File: src/rtl/kernel_output_framer.sv
// Re-frames the one-result-per-pixel stream of a KxK window stage. Results whose window is
// incomplete are dropped; the rest leave as a raster with coordinates and line/frame markers.
module kernel_output_framer #(
    parameter int IMG_Width  = 8,
    parameter int IMG_Height = 8,
    parameter int K          = 7,
    parameter int Datawidth  = 8
) (
    input  logic                          CLK,
    input  logic                          CLR,
    input  logic [Datawidth-1:0]          In,
    input  logic                          Valid_IN,
    input  logic                          SOF_IN,
    output logic [Datawidth-1:0]          Out,
    output logic                          Valid_OUT,
    output logic [$clog2(IMG_Width)-1:0]  Out_Col,
    output logic [$clog2(IMG_Height)-1:0] Out_Row,
    output logic                          EOL,
    output logic                          EOF,
    output logic                          Frame_Done,
    output logic                          Frame_Abort
);

    localparam int CW = $clog2(IMG_Width);
    localparam int RW = $clog2(IMG_Height);

    localparam logic [0:0] IDLE = 1'b0;
    localparam logic [0:0] RUN  = 1'b1;

    localparam logic [CW-1:0] COL_FIRST = CW'(K - 1);
    localparam logic [CW-1:0] COL_LAST  = CW'(IMG_Width - 1);
    localparam logic [RW-1:0] ROW_FIRST = RW'(K - 1);
    localparam logic [RW-1:0] ROW_LAST  = RW'(IMG_Height - 1);

    logic [0:0]    state;
    logic [CW-1:0] col;
    logic [RW-1:0] row;

    logic [CW-1:0] pos_col;
    logic [RW-1:0] pos_row;
    logic          restart;
    logic          accept;
    logic          abort;
    logic          emit;
    logic          at_eol;
    logic          last;

    // An SOF beat is always pixel (0,0), so it is classified with the counters forced to zero.
    always_comb begin
        restart = Valid_IN & SOF_IN;
        accept  = Valid_IN & (SOF_IN | (state == RUN));
        abort   = restart & (state == RUN);
        pos_col = restart ? '0 : col;
        pos_row = restart ? '0 : row;
        emit    = accept && (pos_col >= COL_FIRST) && (pos_row >= ROW_FIRST);
        at_eol  = (pos_col == COL_LAST);
        last    = at_eol && (pos_row == ROW_LAST);
    end

    always_ff @(posedge CLK) begin
        if (!CLR) begin
            state       <= IDLE;
            col         <= '0;
            row         <= '0;
            Out         <= '0;
            Valid_OUT   <= 1'b0;
            Out_Col     <= '0;
            Out_Row     <= '0;
            EOL         <= 1'b0;
            EOF         <= 1'b0;
            Frame_Done  <= 1'b0;
            Frame_Abort <= 1'b0;
        end else begin
            Valid_OUT   <= emit;
            EOL         <= emit && at_eol;
            EOF         <= emit && last && !abort;
            Frame_Done  <= emit && last && !abort;
            Frame_Abort <= abort;

            if (emit) begin
                Out     <= In;
                Out_Col <= pos_col - COL_FIRST;
                Out_Row <= pos_row - ROW_FIRST;
            end

            // Advance the raster position; the final pixel returns to IDLE for back-to-back frames.
            if (accept) begin
                if (last) begin
                    state <= IDLE;
                    col   <= '0;
                    row   <= '0;
                end else begin
                    state <= RUN;
                    if (at_eol) begin
                        col <= '0;
                        row <= pos_row + 1'b1;
                    end else begin
                        col <= pos_col + 1'b1;
                        row <= pos_row;
                    end
                end
            end
        end
    end

endmodule

File: config.mk
export PLATFORM = sky130hd
export DESIGN_NAME = kernel_output_framer
export DESIGN_NICKNAME = d
export VERILOG_FILES = /design/src/rtl/kernel_output_framer.sv
export SDC_FILE = /design/constraint.sdc
export NUM_CORES = 1
export LEC_CHECK = 0
export CAP_MARGIN = 20
export CORE_MARGIN = 2
export CORE_UTILIZATION = 49
export DETAILED_ROUTE_END_ITERATION = 8
export PLACE_DENSITY = 0.82
export RECOVER_POWER = 50
export SETUP_SLACK_MARGIN = 0.3
export SLEW_MARGIN = 20
export SYNTH_ARGS = -nofsm -noshare
export SYNTH_HDL_FRONTEND = slang
export SYNTH_SLANG_ARGS = --single-unit
File: constraint.sdc
create_clock -name CLK -period 3.3 [get_ports CLK]
set_clock_uncertainty 0.15 [all_clocks]
set_input_delay 0.495 -clock CLK [delete_from_list [all_inputs] [get_ports CLK]]
set_output_delay 0.495 -clock CLK [all_outputs]
set_load 0.005 [all_outputs]
# Yosys cells after proc, flatten, opt, wreduce, memory -nomap -nowiden
# Index checks and enable logic that the tools add are counted.
dict set report classes {
  addsub 4
  n_mul 0
  n_div 0
  order_cmp 2
  eq_ne 2
  shift 0
  n_mux 7
  n_bitwise 4
  reduce_logical 7
}
# operator count
set ops {}
lappend ops {{$mux 3} 6}
lappend ops {{$add 3x1->3 const B} 2}
lappend ops {{$eq 3x3->1 const B} 2}
lappend ops {{$ge 3x3->1 const B} 2}
lappend ops {{$logic_and 1x1->1} 6}
lappend ops {{$sub 3x3->3 const B} 2}
lappend ops {{$and 1x1->1} 3}
lappend ops {{$logic_not 1->1} 1}
lappend ops {{$mux 1} 1}
lappend ops {{$or 1x1->1} 1}
dict set report totals {
  register_bits 25
  latchBits 0
  ram_bits 0
  mem_bits_ro 0
  input_bits 12
  output_inout_bits 19
  wordCells 36
  memories 0
}

# Logic depth before layout (Yosys ltp)
dict set report logic_depth {
  word_depth 7
  depth_mapped 10
  depth_no_buf 8
}

# Worst setup path after synthesis
# OpenSTA, ideal clock, no wires.
dict set report synth_path {
  path_kind {in2reg}
  from {input SOF_IN}
  to {register Frame_Done}
  setup_ps 115
  arrival_ps 1920
  t_required_ps 3035
  setup_slack_ps 1115
  stages 9
  path_buffers 2
  cell_sequence {clkbuf_1 nand2_1 and2_1 ha_1 o21ai_1 nor4_4 buf_6 and3_1 and2_1}
}
dict set report synth_between {
  elab_chain_len 7
  elab_cells_between_ends 16
  cone_classes {order compare: 2; eq/ne: 2; mux: 2; bitwise: 4; reduce/logical: 6}
}
# element line
set synth_rtl {}
lappend synth_rtl {{start, declared} 13} ;# input logic SOF_IN,
lappend synth_rtl {{$and 1x1->1} 50} ;# restart = Valid_IN & SOF_IN;
lappend synth_rtl {{$mux 3} 53} ;# pos_col = restart ? '0 : col;
lappend synth_rtl {{$ge 3x3->1} 55} ;# emit = accept && (pos_col >= COL_FIRST) && (pos_row >= ROW_FIRST);
lappend synth_rtl {{$logic_and 1x1->1 (2 in a row)} 55}
lappend synth_rtl {{$logic_and 1x1->1} 77} ;# Frame_Done <= emit && last && !abort;
lappend synth_rtl {{$logic_and 1x1->1 *} 77}
lappend synth_rtl {{end signal, assigned} 77}
lappend synth_rtl {{end, declared} 20} ;# output logic Frame_Done,
# Every way passes the cells marked *; elsewhere a longest branch is shown, timed or not.
# A chain may end at the register's enable or synchronous reset.

# Final worst setup path
# Ends and elaborated chain as after synthesis.

==> results by group <==
Finish
  – Area grow syn2layout: 30.5%
  – Footprint of the multi-input gates: 502 µm²
  – Register area: 500 µm²
  – Leading cell type in the layout, fill and taps excluded: dfxtp_1
  – Most frequent cells in the layout: dfxtp_1, nand2_1, dlygate4sd3_1, o21ai_1, nand3_1
  – Fin area: 1410 µm²
  – Final core occ: 0.697
  – Fin cells: 180
  – Layout filler cell count: 180
  – Layout net count: about 170
  – Number of antenna cells inserted: 0
  – Share of layout cells above drive strength 1: 0.0588

STA
  – Period utilization: 0.810
  – Fmax achieved: 374 MHz
  – Min Hold Slack: 0.305 ns
  – Worst-Margin Slew: 0.657 ns
  – TNS Setup: 0 ns
  – Setup violations, final: 0
  – Tmin final: roughly 2.7 ns
  – Setup repair after global routing missed its margin: false
  – Slew Limit Fails: 0
  – Max-slew headroom: 0.561
  – Final-report hold violation count: 0

Place
  – IO Port Bufs: 30
  – Area after DPL: around 1400 µm²
  – Gpl congestion: approximately 0.84
  – Dpl hpwl: about 1.7 mm
  – Placed cell count: 176

Critical path
  – FF-to-FF End: Frame_Done
  – Worst EP arrival: approximately 2.8 ns
  – Worst EP required: 3.38 ns
  – Setup crit end: Frame_Done
  – CP startpoint kind: primary input
  – WP buf/inv: 2
  – Most used cell, CP: and2_1
  – Launch point of the worst path: SOF_IN
  – CP cell instances: dlygate4sd3_1 -> nand2_1 -> and2_1 -> ha_1 -> o21ai_1 -> nor4_4 -> buf_4 -> and3_1 -> and2_1
  – Slowest-stage cell, CP: dlygate4sd3_1
  – Setup Crit Path Kind: primary input to flop
  – Worst R2R Path Depth: 8
  – Flop2flop setup slack: 1.29 ns
  – Worst r2r src: row[1]
  – CP top delay family: buffers and inverters
  – CP endpoint kind: flop
  – Worst path depth: 9
  – Max incr delay on CP: 0.80 ns
  – Crit Path Max Fanout: 18

Route
  – 1st-iter DRT viols: 17
  – Pre-Repair DR Iteration Count: 4
  – # DRC: 0
  – Final WL: 2.24 mm
  – Via count: 956
  – Via density: about 5.3
  – Wire per inst: 12.4 µm
  – Final ANT Viol Nets: 0

Floorplan
  – Initial Util: 0.534
  – Placeable Area: 2020 µm²
  – Num rows: 16
  – Die height: between 50 and 60 µm
  – # IOs: 31
  – Die X: 50.9 µm
  – Die ar.: 2590 µm²

Hold path
  – Worst hold-check path type: flop to flop

Logic synthesis
  – Syn Area/Cell: between 8 and 9 µm²
  – Multiplexer share of the synthesized area: 0.00927
  – Post-Synthesis Cells: 126
  – Main combinational cell family by area after synthesis: simple AND/OR/NAND/NOR gates
  – Cell Area, Synth: 1080 µm²
  – Syn. warnings: 0
  – Area share of fa/ha/maj cells after synthesis: 0.0695
  – Synth Area in Simple Gates: 0.217
  – Synth cell types: 28
  – Compound-gate portion of the synthesized area: 0.169
  – Syn_nets: 144
  – Seq cells post-synth: 25
  – Xor and xnor fraction of the mapped netlist area: 0
  – Post-synthesis sequential area ratio: 0.463

Pwr
  – VDD IR max: between 200 and 250 µV
  – Leakage Power: roughly 0.62 nW
  – Ratio of total power to cell area: 340 nW/µm²

Clock tree
  – TritonCTS Sinks: 25
  – CTS resizes: 0
  – CTS buffer count: 3
  – H-tree levels: 1
  – Hold buffers post-CTS: 0
  – Clk Latency, worst-skew pair: slightly above 0.3 ns
  – Clock slew at reported path FFs: roughly 0.14 ns
  – Postcts setup bufs: 0
  – Root buffer cell: clkbuf_4
  – Clock tree buffer depth: 2
  – TritonCTS clock tree: built

GRT
  – Grt ovf: 0
  – Largest net degree at the start of global routing: 22
  – Global-route wire length before repair: 3.64 mm
  – Initial antenna violation count: 0
  – Vias in the first global route: 896
  – Total GRT Usage: 0.184

Outcome
  – Status: finished clean

Run
  – MaxCap Viol Count: 0
worst min-delay path by stage:
stage,to,slack [ns],cells after the start,startpoint
floorplan,row[1],0.29,2,row[1]
global placement,Out[7],0.29,2,Out[7]
detailed placement,Out_Col[1],0.29,2,Out_Col[1]
CTS,Out_Col[1],0.31,2,Out_Col[1]
global route,Out_Col[1],0.33,2,Out_Col[1]
finish,Out_Col[1],0.30,2,Out_Col[1]
synth_stat cells (all sizes together):
| cell | instances | area share |
|---|---|---|
| o211a | 1 | 0.0093 |
| nand2 | 23 | 0.082 |
| nor4 | 1 | 0.020 |
| o211ai | 2 | 0.014 |
| ha | 6 | 0.070 |
| nand3 | 11 | 0.051 |
| nor2 | 1 | 0.0035 |
| a21boi | 3 | 0.021 |
| buf | 5 | 0.034 |
| and2 | 4 | 0.023 |
| nor2b | 1 | 0.0058 |
| nor3 | 1 | 0.0046 |
| nand3b | 1 | 0.0070 |
| o31ai | 1 | 0.0070 |
| and3 | 1 | 0.0058 |
| and3b | 1 | 0.0081 |
| dfxtp | 25 | 0.46 |
| clkbuf | 5 | 0.017 |
| inv | 6 | 0.021 |
| o21ai | 18 | 0.083 |
| nand4 | 1 | 0.0058 |
| o22ai | 2 | 0.012 |
| mux2i | 1 | 0.0093 |
| a21oi | 5 | 0.023 |
flip-flops by register name, summed over array words and instances (netlist names):
| signal | flops |
|---|---|
| Frame_Done | 1 |
| col | 3 |
| Frame_Abort | 1 |
| Out_Col | 3 |
| row | 3 |
| state | 1 |
| EOL | 1 |
| Out_Row | 3 |
| Valid_OUT | 1 |
| Out | 8 |
cells by family after synthesis:
kind of cell | after synthesis
mux | 1
buf+inv | 16
fa+ha+maj | 6
flops | 25
simple gates | 46
compound gates | 32
layer usage:
layer | track usage | wire length, µm
met3 | 0.0263 | 95
met4 | 0.0721 | 14
met1 | 0.204 | 918
met5 | 0 | 0
met2 | 0.348 | 1210
final cells by class:
type | instances | area share
Clock buffer | 3 | 0.0160
Clock inverter | 1 | 0.00355
Inverter | 6 | 0.0160
Multi-Input combinational cell | 85 | 0.356
Sequential cell | 25 | 0.355
Tap cell | 27 | 0.0240
Timing Repair Buffer | 33 | 0.229
worst register-to-register path, cell delays in order, from the launching register on:
cell     delay [ns]
dfxtp_1        0.34
inv_1          0.05
a21oi_1        0.28
ha_1           0.22
a21oi_1        0.10
nor4_4         0.29
buf_4          0.25
and3_1         0.19
and2_1         0.12
power breakdown:
| group | internal (W) | switching [W] |
|---|---|---|
| combinational | 0.0000176 | 0.0000186 |
| sequential | 0.000304 | 0.00000245 |
| clock | 0.0000453 | 0.0000906 |
| total | 0.000367 | 0.000112 |
metrics by stage:
step	worst slack, ns	total power [W]
2_1_floorplan	1.12	0.000331
3_3_place_gp	0.507	0.000348
3_5_place_dp	0.401	0.000349
4_1_cts	0.728	0.000483
5_1_grt	0.518	0.000499
6_report	0.626	0.000479
No activity file was read; power rests on OpenSTA's default activity.
